==> src/rtl/phase_sequencer.sv <==
// phase_sequencer: one-hot p1..p5 phase generator with run/step/stop/halt
// control and a retired-instruction counter for the SIMPLE processor core.
module phase_sequencer #(
    parameter int unsigned COUNT_WIDTH = 16
) (
    input  logic                   clock,
    input  logic                   reset,
    input  logic                   exec,
    input  logic                   step,
    input  logic [15:0]            instruction,
    output logic                   p1,
    output logic                   p2,
    output logic                   p3,
    output logic                   p4,
    output logic                   p5,
    output logic                   running,
    output logic                   halted,
    output logic [COUNT_WIDTH-1:0] retired
);

    localparam int unsigned PH_W = 5;
    localparam logic [PH_W-1:0] PH_NONE = 5'b00000;
    localparam logic [PH_W-1:0] PH_P1   = 5'b00001;

    typedef enum logic [1:0] {
        S_IDLE   = 2'd0,
        S_RUN    = 2'd1,
        S_STEP   = 2'd2,
        S_HALTED = 2'd3
    } state_t;

    state_t                 r_state;
    logic [PH_W-1:0]        r_phase;
    logic                   r_exec_prev;
    logic                   r_step_prev;
    logic                   r_stop_req;
    logic                   r_running;
    logic                   r_halted;
    logic [COUNT_WIDTH-1:0] r_retired;

    logic w_exec_rise;
    logic w_step_rise;
    logic w_is_halt;
    logic w_phase_ok;
    logic w_unused_instr;

    assign w_exec_rise = exec & ~r_exec_prev;
    assign w_step_rise = step & ~r_step_prev;
    assign w_is_halt   = (instruction[15:14] == 2'b11) && (instruction[7:4] == 4'b1111);
    assign w_phase_ok  = (r_phase != PH_NONE) &&
                         ((r_phase & (r_phase - PH_W'(1))) == PH_NONE);

    // Opcode bits outside the HALT pattern play no part in sequencing.
    assign w_unused_instr = ^{instruction[13:8], instruction[3:0]};

    // Button edge detectors.
    always_ff @(posedge clock) begin
        if (reset) begin
            r_exec_prev <= 1'b0;
            r_step_prev <= 1'b0;
        end else begin
            r_exec_prev <= exec;
            r_step_prev <= step;
        end
    end

    // Run/step/halt state machine and phase ring.
    always_ff @(posedge clock) begin
        if (reset) begin
            r_state    <= S_IDLE;
            r_phase    <= PH_NONE;
            r_stop_req <= 1'b0;
            r_running  <= 1'b0;
            r_halted   <= 1'b0;
        end else begin
            case (r_state)
                S_IDLE: begin
                    if (w_exec_rise) begin
                        r_state    <= S_RUN;
                        r_phase    <= PH_P1;
                        r_running  <= 1'b1;
                        r_stop_req <= 1'b0;
                    end else if (w_step_rise) begin
                        r_state    <= S_STEP;
                        r_phase    <= PH_P1;
                        r_running  <= 1'b1;
                        r_stop_req <= 1'b0;
                    end
                end
                S_RUN, S_STEP: begin
                    if (!w_phase_ok) begin
                        // Corrupted ring: restart the instruction at p1.
                        r_phase <= PH_P1;
                    end else if (r_phase[PH_W-1]) begin
                        if (w_is_halt) begin
                            r_state    <= S_HALTED;
                            r_phase    <= PH_NONE;
                            r_running  <= 1'b0;
                            r_halted   <= 1'b1;
                            r_stop_req <= 1'b0;
                        end else if ((r_state == S_STEP) || r_stop_req || w_exec_rise) begin
                            r_state    <= S_IDLE;
                            r_phase    <= PH_NONE;
                            r_running  <= 1'b0;
                            r_stop_req <= 1'b0;
                        end else begin
                            r_phase <= PH_P1;
                        end
                    end else begin
                        r_phase <= {r_phase[PH_W-2:0], 1'b0};
                        if ((r_state == S_RUN) && w_exec_rise) begin
                            r_stop_req <= 1'b1;
                        end
                    end
                end
                S_HALTED: begin
                    r_phase   <= PH_NONE;
                    r_running <= 1'b0;
                    r_halted  <= 1'b1;
                end
                default: begin
                    r_state    <= S_IDLE;
                    r_phase    <= PH_NONE;
                    r_running  <= 1'b0;
                    r_halted   <= 1'b0;
                    r_stop_req <= 1'b0;
                end
            endcase
        end
    end

    // Retired-instruction counter: one count per p5, wraps naturally.
    always_ff @(posedge clock) begin
        if (reset) begin
            r_retired <= '0;
        end else if (r_phase[PH_W-1]) begin
            r_retired <= r_retired + COUNT_WIDTH'(1);
        end
    end

    assign p1      = r_phase[0];
    assign p2      = r_phase[1];
    assign p3      = r_phase[2];
    assign p4      = r_phase[3];
    assign p5      = r_phase[4];
    assign running = r_running;
    assign halted  = r_halted;
    assign retired = r_retired;

endmodule

==> config.mk <==
export PLATFORM = sky130hd
export DESIGN_NAME = phase_sequencer
export DESIGN_NICKNAME = d
export VERILOG_FILES = /design/src/rtl/phase_sequencer.sv
export SDC_FILE = /design/constraint.sdc
export NUM_CORES = 1
export LEC_CHECK = 0
export BUFFER_PORTS_ARGS = -buffer_cell sky130_fd_sc_hd__buf_4
export CAP_MARGIN = 10
export CELL_PAD_IN_SITES_DETAIL_PLACEMENT = 1
export CELL_PAD_IN_SITES_GLOBAL_PLACEMENT = 2
export CORE_MARGIN = 2
export CORE_UTILIZATION = 31
export CTS_BUF_LIST = sky130_fd_sc_hd__clkbuf_16
export CTS_CLUSTER_SIZE = 10
export DETAILED_ROUTE_END_ITERATION = 12
export PLACE_DENSITY_LB_ADDON = 0.1
export SETUP_SLACK_MARGIN = 0.5
export SYNTH_ARGS = -nofsm -noshare
export SYNTH_HDL_FRONTEND = slang
export SYNTH_SLANG_ARGS = --single-unit
==> constraint.sdc <==
create_clock -name clock -period 2.7 [get_ports clock]
set_clock_uncertainty 0.2 [all_clocks]
set_input_delay 0.405 -clock clock [delete_from_list [all_inputs] [get_ports clock]]
set_output_delay 0.405 -clock clock [all_outputs]
set_load 0.01 [all_outputs]
==> out/metrics.csv <==
stage,metric,value,unit
run_status,outcome,finished clean,
global_routing,gr-usage-all-layers,0.1366,
detailed_routing,dr.pass1.iters,3,
power,power_frac_seq,0.347,
final_layout,n_antenna_cell,0,
worst_setup_path,r2r-end,r_phase[1],
job,maxCapViolCount,0,
global_routing,overflow,0,
logic_synthesis,synth-edff-count,0,
clocking,hold_buffers,0,
logic_synthesis,synth_top_area_share,0.4058,
global_routing,grt_pass1_vias,1232,
clocking,path_clk_slew,0.07,ns
placement,globalplace.congestion,0.7761,
die,coreArea,4324,µm²
power,p_per_area,783.4,nW/µm²
power,p_sw,440.8,µW
power,p_leak,0.7521,nW
worst_setup_path,rrSetupSlack,0.67,ns
detailed_routing,via_per_inst,5.113,
worst_setup_path,worstPathRequired,2.69,ns
global_routing,grt_max_degree,29,
final_layout,nFillCells,517,
logic_synthesis,syn_area,1381,µm²
final_layout,multi_input_area,779.5,µm²
logic_synthesis,synth.most_common_cell,dfxtp_1,
power,vdd_drop_max,0.3090,mV
detailed_routing,drtIter0Drc,60,
die,die_h,70.75,µm
sta,tightest_slew,0.4068,ns
die,initial_core_util,0.3194,
clocking,cts_htree_levels,1,
power,p_int,954.0,µW
sta,min_period_over_period,0.7509,
die,die_area,5006,µm²
worst_setup_path,critPathMaxFanout,11,
logic_synthesis,synth_cell_type_count,38,
power,switching_share,0.3160,
logic_synthesis,netlist_top_cells_count,"dfxtp_1, nor2_1, xor2_1",
final_layout,register_area,560.5,µm²
die,num_io_pins,43,
placement,dp_slack,0.4344,ns
clocking,cts_sinks,28,
detailed_routing,ant_nets,0,
sta,rsz0062_at_grt,false,
power,clkPwrFrac,0.320,
logic_synthesis,yosys.area.top_type,dfxtp_1,
sta,fin_ws,0.6725,ns
logic_synthesis,ys_ff_latch,28,
worst_setup_path,startpoint_type,register,
worst_setup_path,r2r_cells,7,
clocking,clk_latency,0.26,ns
worst_setup_path,reg2reg_from,r_state[0],
clocking,cts.path.max_buffers,2,
global_routing,grt_first_pass_wirelength,5.685,mm
logic_synthesis,syn_avg_cell_area,8.855,µm²
logic_synthesis,yosys_warnings,0,
placement,post-dp-hpwl,2.425,mm
sta,clock.fmax,493.2,MHz
worst_setup_path,crit_start,r_state[0],
sta,fin_crit,2.028,ns
logic_synthesis,synthTopCellsByArea,"dfxtp_1, xor2_1, nor2_1, ha_1, a21oi_1",
detailed_routing,vias,1217,
final_layout,nNetsFinal,212,
hold_path,holdCritPathClass,in2reg,
worst_setup_path,endpoint_kind,register,
worst_setup_path,critical_path_class,reg2reg,
clocking,numCtsBuffers,3,
detailed_routing,post_drt_wl_per_cell,14.10,µm
die,die_w,70.75,µm
final_layout,area_delta_synth_final,28.90,%
placement,portBuffers,32,
global_routing,antenna_found_initial,0,
power,p_total,1.395,mW
sta,hold_violations,0,
final_layout,fin_util,0.4117,
die,fp-row-count,24,
power,power_frac_comb,0.334,
worst_setup_path,cp.arrival,2.02,ns
detailed_routing,drt_wl_total,3.356,mm
sta,slew_headroom,0.7278,
sta,drv_slew,0,
final_layout,drive_above_1_share,0.2473,
detailed_routing,drcViolationCount,0,
logic_synthesis,syn_nets,181,
logic_synthesis,synth_cells,156,
clocking,cts_root_buf,clkbuf_16,
sta,setup_violations,0,
sta,whs,0.1646,ns
sta,fin_tns_setup,0,ns
logic_synthesis,synth_ff_type,dfxtp_1,
logic_synthesis,synth-seq-area-share,0.4058,
worst_setup_path,crit_end,r_phase[1],
clocking,cts_tree,done,
logic_synthesis,ys_async_sr_fraction,0,
==> power groups by stage <==
stage          logic, mW  registers [mW]  clock network (mW)
3_5_place_dp       0.435           0.494                   0
6_report           0.465           0.484               0.446
2_1_floorplan      0.324           0.492                   0
5_1_grt            0.513           0.491               0.481
4_1_cts            0.445           0.484               0.462
3_3_place_gp       0.424           0.489                   0
==> critical path: stages, from the launching register on <==
cell and delay, ns:
dfxtp_1 0.38, inv_1 0.13, ha_4 0.35, inv_1 0.12, or3_1 0.37, nor3_2 0.15
nand3b_1 0.10, a21oi_1 0.16
==> kinds of logic (layout without fill, tap and decap cells) <==
group | Yosys count | after routing | share of synthesized area
buffers and inverters | 13 | 43 | 0.04257
AND/OR/NAND/NOR | 67 | 67 | 0.2401
XOR/XNOR | 15 | 15 | 0.09511
adder cells (fa/ha/maj) | 5 | 5 | 0.04529
AO/OA/AOI/OAI | 26 | 26 | 0.1567
flip-flops | 28 | 28 | 0.4058
multiplexers | 2 | 2 | 0.01449
==> registers in the layout, indices dropped and copies added, names as in the netlist <==
name         flops
halted           1
r_exec_prev      1
r_phase          5
r_state          2
r_step_prev      1
r_stop_req       1
retired         16
running          1
==> final cells by class <==
cell class	instances	share of cell area
inverter	6	0.01265
clock buffer	3	0.04216
multi-input combinational	115	0.4378
timing repair buffer	33	0.1391
tap	52	0.03654
sequential	28	0.3148
clock inverter	1	0.01687
==> worst min path at each step <==
stage	depth (start not counted)	start	endpoint	slack [ns]
after floorplan	1	r_stop_req	r_stop_req	0.27
after global routing	2	step	r_step_prev	0.17
after global placement	2	running	running	0.28
after CTS	2	exec	r_exec_prev	0.16
final	2	exec	r_exec_prev	0.16
after detailed placement	1	r_stop_req	r_stop_req	0.30
==> per-layer routing <==
metal  wire, µm  vias up  global-route usage
li1           -      603                   -
met1       1593      589              0.1779
met2       1621       21              0.2326
met3        100        4             0.01852
met4         41        0             0.04612
met5          0        -                   0
==> cells in the final DEF (no fill, tap or decap), drive strengths merged, types with 2 or more instances in the layout <==
cell     n
and4     2
nand2b   2
xor2    12
nand4    6
mux2i    2
dfxtp   28
nor3     3
xnor2    3
a21oi   10
nor2    25
nand3    7
buf     33
a221oi   3
a32o     2
nand2   10
clkbuf   3
o21ai    2
or3      2
and3     3
ha       5
inv      6
nor2b    3
==> through the flow <==
step | cell area [µm²] | std cells
2_1_floorplan | 1381 | 156
3_3_place_gp | 1658 | 234
3_5_place_dp | 1658 | 234
4_1_cts | 1765 | 238
5_1_grt | 1780 | 238
6_report | 1780 | 238
==> what timing repair did <==
action | CTS | global route
gates resized for setup | 1 | 2
setup buffers | 0 | 0
setup endpoints to repair | 2 | 2
gates cloned | 0 | 0
(Power assumes the default switching activity.)
